--- config.mk ---
export PLATFORM = sky130hd
export DESIGN_NAME = multicycle_control
export DESIGN_NICKNAME = d
export VERILOG_FILES = /design/src/rtl/multicycle_control.sv
export SDC_FILE = /design/constraint.sdc
export NUM_CORES = 1
export LEC_CHECK = 0
export BUFFER_PORTS_ARGS = -buffer_cell sky130_fd_sc_hd__buf_4
export CAP_MARGIN = 40
export CORE_MARGIN = 2
export CORE_UTILIZATION = 52
export CTS_CLUSTER_SIZE = 8
export DETAILED_ROUTE_END_ITERATION = 8
export GPL_ROUTABILITY_DRIVEN = 0
export PLACE_DENSITY = 0.88
export SYNTH_ARGS = -nofsm -noshare
export SYNTH_HDL_FRONTEND = slang
export SYNTH_SLANG_ARGS = --single-unit
export TNS_END_PERCENT = 30
--- constraint.sdc ---
create_clock -name clk -period 2.45 [get_ports clk]
set_clock_uncertainty 0.15 [all_clocks]
set_input_delay 0.49 -clock clk [delete_from_list [all_inputs] [get_ports clk]]
set_output_delay 0.49 -clock clk [all_outputs]
set_load 0.02 [all_outputs]
--- src/rtl/multicycle_control.sv ---
// Main control FSM for the multicycle MIPS datapath: sequences ALU, unified memory and register file
// through fetch/decode/execute/memory/writeback, stalling on the memory ready handshake.
module multicycle_control #(
   parameter int WAIT_LIMIT = 255
) (
   input  logic       clk,
   input  logic       reset,
   input  logic [5:0] opcode_i,
   input  logic       mem_ready_i,
   output logic       pc_write_o,
   output logic       branch_eq_o,
   output logic       branch_ne_o,
   output logic       i_or_d_o,
   output logic       mem_read_o,
   output logic       mem_write_o,
   output logic       ir_write_o,
   output logic       mem_to_reg_o,
   output logic       reg_dst_o,
   output logic       reg_write_o,
   output logic       alu_src_a_o,
   output logic [1:0] alu_src_b_o,
   output logic [2:0] alu_op_o,
   output logic [1:0] pc_src_o,
   output logic       illegal_op_o,
   output logic       mem_timeout_o,
   output logic [3:0] state_o
);

   typedef enum logic [3:0] {
      FETCH    = 4'd0,
      DECODE   = 4'd1,
      MEM_ADDR = 4'd2,
      MEM_RD   = 4'd3,
      MEM_WB   = 4'd4,
      MEM_WR   = 4'd5,
      EXEC_R   = 4'd6,
      R_WB     = 4'd7,
      EXEC_I   = 4'd8,
      I_WB     = 4'd9,
      BRANCH   = 4'd10,
      JUMP     = 4'd11
   } state_t;

   localparam logic [5:0] OP_RTYPE = 6'h00;
   localparam logic [5:0] OP_J     = 6'h02;
   localparam logic [5:0] OP_BEQ   = 6'h04;
   localparam logic [5:0] OP_BNE   = 6'h05;
   localparam logic [5:0] OP_ADDI  = 6'h08;
   localparam logic [5:0] OP_ANDI  = 6'h0C;
   localparam logic [5:0] OP_ORI   = 6'h0D;
   localparam logic [5:0] OP_LUI   = 6'h0F;
   localparam logic [5:0] OP_LW    = 6'h23;
   localparam logic [5:0] OP_SW    = 6'h2B;

   localparam int CNT_W = $clog2(WAIT_LIMIT + 1);
   localparam logic [CNT_W-1:0] LIMIT_CNT = CNT_W'(WAIT_LIMIT);

   state_t           state;
   logic [5:0]       opcode_q;
   logic [CNT_W-1:0] wait_cnt;
   logic             waiting;

   function automatic logic [2:0] imm_alu_op(input logic [5:0] op);
      case (op)
         OP_ORI:  return 3'b001;
         OP_LUI:  return 3'b010;
         OP_ANDI: return 3'b011;
         default: return 3'b100;
      endcase
   endfunction

   assign waiting = ((state == FETCH) || (state == MEM_RD) || (state == MEM_WR)) && !mem_ready_i;

   // State, latched opcode and memory-wait counter
   always_ff @(posedge clk) begin
      if (reset) begin
         state    <= FETCH;
         wait_cnt <= '0;
      end else begin
         // Timeout only clears the counter; the access keeps waiting
         if (wait_cnt == LIMIT_CNT)
            wait_cnt <= '0;
         else if (waiting)
            wait_cnt <= wait_cnt + CNT_W'(1);
         else
            wait_cnt <= '0;

         case (state)
            FETCH:    if (mem_ready_i) state <= DECODE;
            DECODE: begin
               opcode_q <= opcode_i;
               case (opcode_i)
                  OP_RTYPE:                         state <= EXEC_R;
                  OP_ADDI, OP_ORI, OP_LUI, OP_ANDI: state <= EXEC_I;
                  OP_LW, OP_SW:                     state <= MEM_ADDR;
                  OP_BEQ, OP_BNE:                   state <= BRANCH;
                  OP_J:                             state <= JUMP;
                  default:                          state <= FETCH;
               endcase
            end
            MEM_ADDR: state <= (opcode_q == OP_SW) ? MEM_WR : MEM_RD;
            MEM_RD:   if (mem_ready_i) state <= MEM_WB;
            MEM_WR:   if (mem_ready_i) state <= FETCH;
            EXEC_R:   state <= R_WB;
            EXEC_I:   state <= I_WB;
            default:  state <= FETCH;
         endcase
      end
   end

   // Outputs decode from the current state; everything is forced low while reset is high
   always_comb begin
      pc_write_o    = 1'b0;
      branch_eq_o   = 1'b0;
      branch_ne_o   = 1'b0;
      i_or_d_o      = 1'b0;
      mem_read_o    = 1'b0;
      mem_write_o   = 1'b0;
      ir_write_o    = 1'b0;
      mem_to_reg_o  = 1'b0;
      reg_dst_o     = 1'b0;
      reg_write_o   = 1'b0;
      alu_src_a_o   = 1'b0;
      alu_src_b_o   = 2'b00;
      alu_op_o      = 3'b000;
      pc_src_o      = 2'b00;
      illegal_op_o  = 1'b0;
      mem_timeout_o = 1'b0;
      state_o       = 4'd0;
      if (!reset) begin
         state_o       = state;
         mem_timeout_o = (wait_cnt == LIMIT_CNT);
         case (state)
            FETCH: begin
               mem_read_o  = 1'b1;
               alu_src_b_o = 2'b01;
               alu_op_o    = 3'b100;
               ir_write_o  = mem_ready_i;
               pc_write_o  = mem_ready_i;
            end
            DECODE: begin
               alu_src_b_o = 2'b11;
               alu_op_o    = 3'b100;
               case (opcode_i)
                  OP_RTYPE, OP_ADDI, OP_ORI, OP_LUI, OP_ANDI,
                  OP_LW, OP_SW, OP_BEQ, OP_BNE, OP_J: illegal_op_o = 1'b0;
                  default:                            illegal_op_o = 1'b1;
               endcase
            end
            MEM_ADDR: begin
               alu_src_a_o = 1'b1;
               alu_src_b_o = 2'b10;
               alu_op_o    = 3'b100;
            end
            MEM_RD: begin
               i_or_d_o   = 1'b1;
               mem_read_o = 1'b1;
            end
            MEM_WB: begin
               mem_to_reg_o = 1'b1;
               reg_write_o  = 1'b1;
            end
            MEM_WR: begin
               i_or_d_o    = 1'b1;
               mem_write_o = 1'b1;
            end
            EXEC_R, R_WB: begin
               alu_src_a_o = 1'b1;
               alu_op_o    = 3'b111;
               reg_dst_o   = (state == R_WB);
               reg_write_o = (state == R_WB);
            end
            EXEC_I, I_WB: begin
               alu_src_a_o = 1'b1;
               alu_src_b_o = 2'b10;
               alu_op_o    = imm_alu_op(opcode_q);
               reg_write_o = (state == I_WB);
            end
            BRANCH: begin
               alu_src_a_o = 1'b1;
               alu_op_o    = 3'b101;
               pc_src_o    = 2'b01;
               branch_eq_o = (opcode_q == OP_BEQ);
               branch_ne_o = (opcode_q == OP_BNE);
            end
            JUMP: begin
               pc_write_o = 1'b1;
               pc_src_o   = 2'b10;
            end
            default: ;
         endcase
      end
   end

endmodule

Word-level counts from Yosys, hierarchy flattened

Cells that the tools add are included.

Register bits: 18
Word-level logic and storage cells: 96

Eq/ne operators: 30
Add/subtract/negate cells: 1
Bitwise operators: 2
Mux-type cells: 40
Reduce and logical (&&, ||, !) cells: 20

Operator list:

| operator                                             | count |
|---|---|
| equality test 6 x 4 -> 1 bit (second input constant) | 7 |
| one-hot mux 4 bit (7 select lines)                   | 1 |
| equality test 6 x 3 -> 1 bit (second input constant) | 4 |
| 2-to-1 mux 1 bit                                     | 24 |
| one-hot mux 4 bit (5 select lines)                   | 1 |
| equality test 6 bit (second input constant)          | 3 |
| equality test 4 x 3 -> 1 bit (second input constant) | 4 |
| equality test 4 bit (second input constant)          | 4 |
| 2-to-1 mux 4 bit                                     | 4 |
| one-hot mux 3 bit (4 select lines)                   | 1 |
| OR reduction 2 bit                                   | 6 |
| OR reduction 10 bit                                  | 1 |
| one-hot mux 3 bit (3 select lines)                   | 1 |
| OR reduction 3 bit                                   | 3 |
| adder 8 x 1 -> 8 bit (second input constant)         | 1 |
| equality test 4 x 2 -> 1 bit (second input constant) | 2 |
| equality test 8 bit (second input constant)          | 1 |
| equality test 6 x 2 -> 1 bit (second input constant) | 1 |
| logical NOT 6 bit                                    | 1 |
| 2-to-1 mux 3 bit                                     | 2 |
| != test 2 bit (second input constant)                | 3 |
| one-hot mux 2 bit (3 select lines)                   | 1 |
| OR reduction 6 bit                                   | 1 |
| equality test 4 x 1 -> 1 bit (second input constant) | 1 |
| 12 further kinds                                     | 15 |

Logic depth before layout (Yosys ltp)

Depth in word-level cells: 6
Mapped depth: 6
Mapped depth without buffers: 4

Worst setup path before layout

OpenSTA, ideal clock, no wires.

Kind: input to output
Start point: in reset
End point: out pc_write_o
Slack: -0.265 ns
Path buffers: 1
Data arrival time: 2.075 ns
Required time: 1.810 ns
Stages: 5
Path through: or2_1 buf_6 nor3_2 nor3b_1 or2_1

Longest elaborated chain between the ends: 1

Ends and longest elaborated chain:

| element            | RTL line | source |
|---|---|---|
| start: declaration | 7        | `input logic reset,` |
| 2-to-1 mux 1 bit   | 130      | `if (!reset) begin` |
| end: declaration   | 10       | `output logic pc_write_o,` |

Every way passes these cells.

Worst setup path after layout

Start point: reg opcode_q[4]
End point: out alu_op_o[0]

Longest elaborated chain between the ends: 4

Ends and longest elaborated chain:

| element                                | RTL line | source |
|---|---|---|
| start: declaration                     | 59       | `logic [5:0] opcode_q;` |
| start signal: assignment               | 91       | `opcode_q <= opcode_i;` |
| equality test 6 x 4 -> 1 bit           | 64       | `case (op)` |
| one-hot mux 3 bit (3 select lines) (*) | 64       |  |
| one-hot mux 3 bit (4 select lines) (*) | 133      | `case (state)` |
| 2-to-1 mux 3 bit (*)                   | 130      |  |
| end: declaration                       | 22       | `output logic [2:0] alu_op_o,` |

Mark *: on every way between the ends. The rest lies on a longest branch, timed or not.

==> out/qor.csv <==
stage,metric,value,unit
run_status,status,"complete, no violations",
clocking,insertion_delay,300,ps
timing,fmax,410,MHz
pwr,power.density,408,nW/um^2
floorplan,ios,33,
pwr,peakVddDrop,0.000319,V
critical_path,rr_endpoint,wait_cnt[3],
yosys,async_flop_share,0,%
pwr,switchingPower,186,uW
yosys,synth.avg_cell_area,8.75,um^2
critical_path,crit_start,opcode_q[4],
yosys,yosys_most_used_dff,dfxtp_1,
layout,regArea,427,um^2
global_route,grt_max_degree,15,
critical_path,worstPathMaxFanout,3,
yosys,synth_edf_count,6,
clocking,cts_tree,yes,
critical_path,r2r_slack,530,ps
pwr,power,656,uW
floorplan,rows,18,
yosys,synth_simple_gate_area_share,36.3,%
clocking,clockBufferDepth,2,
timing,max_slew_margin,72.5,%
yosys,yosysUniqueCellTypes,54,
yosys,synth_top_family_by_area,simple AND/OR/NAND/NOR gates,
global_route,grt_pass1_vias,1126,
pwr,swShare,28.4,%
yosys,synthAdderAreaFrac,0.973,%
critical_path,cp-end-kind,output port,
global_route,overflow,0,
timing,drv_slew,0,
job,cap_violations,0,
clocking,clockRootBuffer,clkbuf_4,
detailed_routing,routed_wl,3140,um
critical_path,crit_required,1810,ps
critical_path,r2r-start,state[0],
yosys,yosysSeqAreaShare,32.7,%
timing,tightest_slew,408,ps
critical_path,crit_end,alu_op_o[0],
clocking,hold_buffers,0,
detailed_routing,first_pass_iters,4,
layout,areaGrowthSynthToFinish,25.1,%
layout,num_antenna_cells,0,
clocking,cts_made_buffers,3,
critical_path,critPathLaunchType,register,
layout,fillers,187,
critical_path,path_buf_inv,1,
yosys,ys_ff_latch,18,
yosys,synthesis.instances,147,
floorplan,die_area,2890,um^2
timing,finalSetupViolations,0,
global_route,grt_first_pass_wirelength,4720,um
detailed_routing,via_count,1250,
yosys,synthMuxAreaShare,0.778,%
detailed_routing,drt-wirelength-per-cell,15.0,um
pwr,internal_power,470,uW
pwr,p_comb_share,21.2,%
clocking,clkSlewWorstSetupHoldPaths,100,ps
yosys,synth_area_leaders,"dfxtp_1 (19%), edfxtp_1 (14%), nor2b_1 (5.4%)",
timing,finalHoldViolations,0,
pwr,p_leak,0.672,nW
critical_path,crit_path_cell_trace,or4b_4 -> nor3b_2 -> o21ai_1 -> a21oi_1 -> buf_4,
layout,multi_input_area,797,um^2
timing,rsz0062_at_grt,true,
critical_path,slowest_delay,570,ps
timing,setup-tns-final,0,ps
yosys,synth_compound_area_share,15.8,%
critical_path,slowest_stage,or4b_4,
layout,drive_gt1_share,31.8,%
yosys,synth_fp_nets,157,
timing,fin_crit,2440,ps
critical_path,reg2reg_depth,4,
timing,whs,262,ps
detailed_routing,ant_nets,0,
layout,layout_commonest_cell,buf_4,
global_route,grt_antenna_before_repair,0,
floorplan,core_region_area,2410,um^2
placement,dpl_worst_slack,183,ps
timing,timing.final.ws_setup,9.39,ps
yosys,yosysTopAreaCell,dfxtp_1,
yosys,synth_top_area_share,18.7,%
detailed_routing,drc,0,
critical_path,critPathArrivalTime,1800,ps
critical_path,path_class,reg2out,
yosys,ys_warn_count,0,
floorplan,start_util,53.4,%
pwr,seqPwrFrac,50.6,%
placement,dpl.hpwl,2300,um
timing,finalCritPeriodShare,99.6,%
placement,portBuffers,32,
yosys,synth-xor-area-share,6.13,%
detailed_routing,vias_per_cell,5.98,
critical_path,crit_family,simple AND/OR/NAND/NOR gates,
clocking,htree_levels,1,
floorplan,die_y,53.7,um
layout,final_cell_mix,"buf_4 (38), nor2b_1 (11), nor2_1 (11), dfxtp_1 (9)",
pwr,pwr-share-clk,28.2,%
clocking,clock-sinks,18,
detailed_routing,drt_iter0_markers,35,
yosys,syn-cell-area,1290,um^2
layout,nets,190,
min_path,hp-class,in2reg,
layout,utilization,66.8,%
global_route,grtUsageTotal,22.3,%
critical_path,cp.depth,5,
floorplan,die_w,53.7,um
==> power groups by stage <==
stage                     clock network (mW)  logic (mW)  registers [mW]
after global routing                   0.204       0.151           0.334
after floorplan                            0      0.0918           0.332
after detailed placement                   0       0.134           0.339
after CTS                              0.190       0.137           0.332
after global placement                     0       0.131           0.338
final                                  0.185       0.139           0.332
==> area by class of cell <==
type	instances	share of cell area, %
multi-input cells	112	49.5
inverters	7	1.63
well taps	30	2.33
repair buffers	38	17.7
clock buffers	4	2.26
flip-flops and latches	18	26.5
==> sequential cells by signal (all words and copies together), names as in the netlist <==
register,flops
state,4
opcode_q,6
wait_cnt,8
==> worst min-delay path by stage <==
| stage | startpoint | to | depth (start not counted) |
|---|---|---|---|
| 6_report | opcode_i[4] | opcode_q[4] | 1 |
| 5_1_grt | opcode_i[3] | opcode_q[3] | 1 |
| 4_1_cts | opcode_i[4] | opcode_q[4] | 1 |
| 3_5_place_dp | wait_cnt[0] | wait_cnt[0] | 1 |
| 3_3_place_gp | wait_cnt[0] | wait_cnt[0] | 1 |
| 2_1_floorplan | wait_cnt[0] | wait_cnt[0] | 1 |
==> cells in the mapped netlist, types with 2 or more instances <==
master,count
o21ai_0,2
nor2_2,5
or3_1,2
a21oi_1,5
o21bai_1,3
nor2b_1,11
nor2_1,11
dfxtp_1,12
a22o_1,3
clkbuf_1,5
nand3_1,4
buf_6,4
xnor2_1,4
nand4_1,3
nand2_1,4
xor2_1,5
nor3_1,3
nor3b_1,4
nor4_1,5
or4b_1,3
inv_1,6
or2_1,2
edfxtp_1,6
and3_1,3
nor4bb_1,2
nor4b_1,2
==> per-stage QoR <==
step	area, um^2	instances
floorplan	1300	147
global placement	1540	204
detailed placement	1540	204
CTS	1600	209
global route	1610	209
finish	1610	209
==> cells by family after synthesis <==
family / after synthesis
buffers and inverters: 17
AND/OR/NAND/NOR: 74
XOR/XNOR: 9
flip-flops: 18
AO/OA/AOI/OAI: 27
adder cells (fa/ha/maj): 1
multiplexers: 1
==> routing by layer <==
metal	routed length [um]	global-route usage [%]	up-vias
met5	0	0	-
met4	48	11.1	0
met3	218	3.33	5
met2	1590	40.2	64
met1	1280	25.2	573
li1	-	-	608
==> what timing repair did <==
action	CTS	global route
setup buffers	1	0
pin swaps	3	1
setup endpoints to repair	1	8
gates resized for setup	3	5
hold endpoints to repair	0	0
No activity file was read; power rests on OpenSTA's default activity.
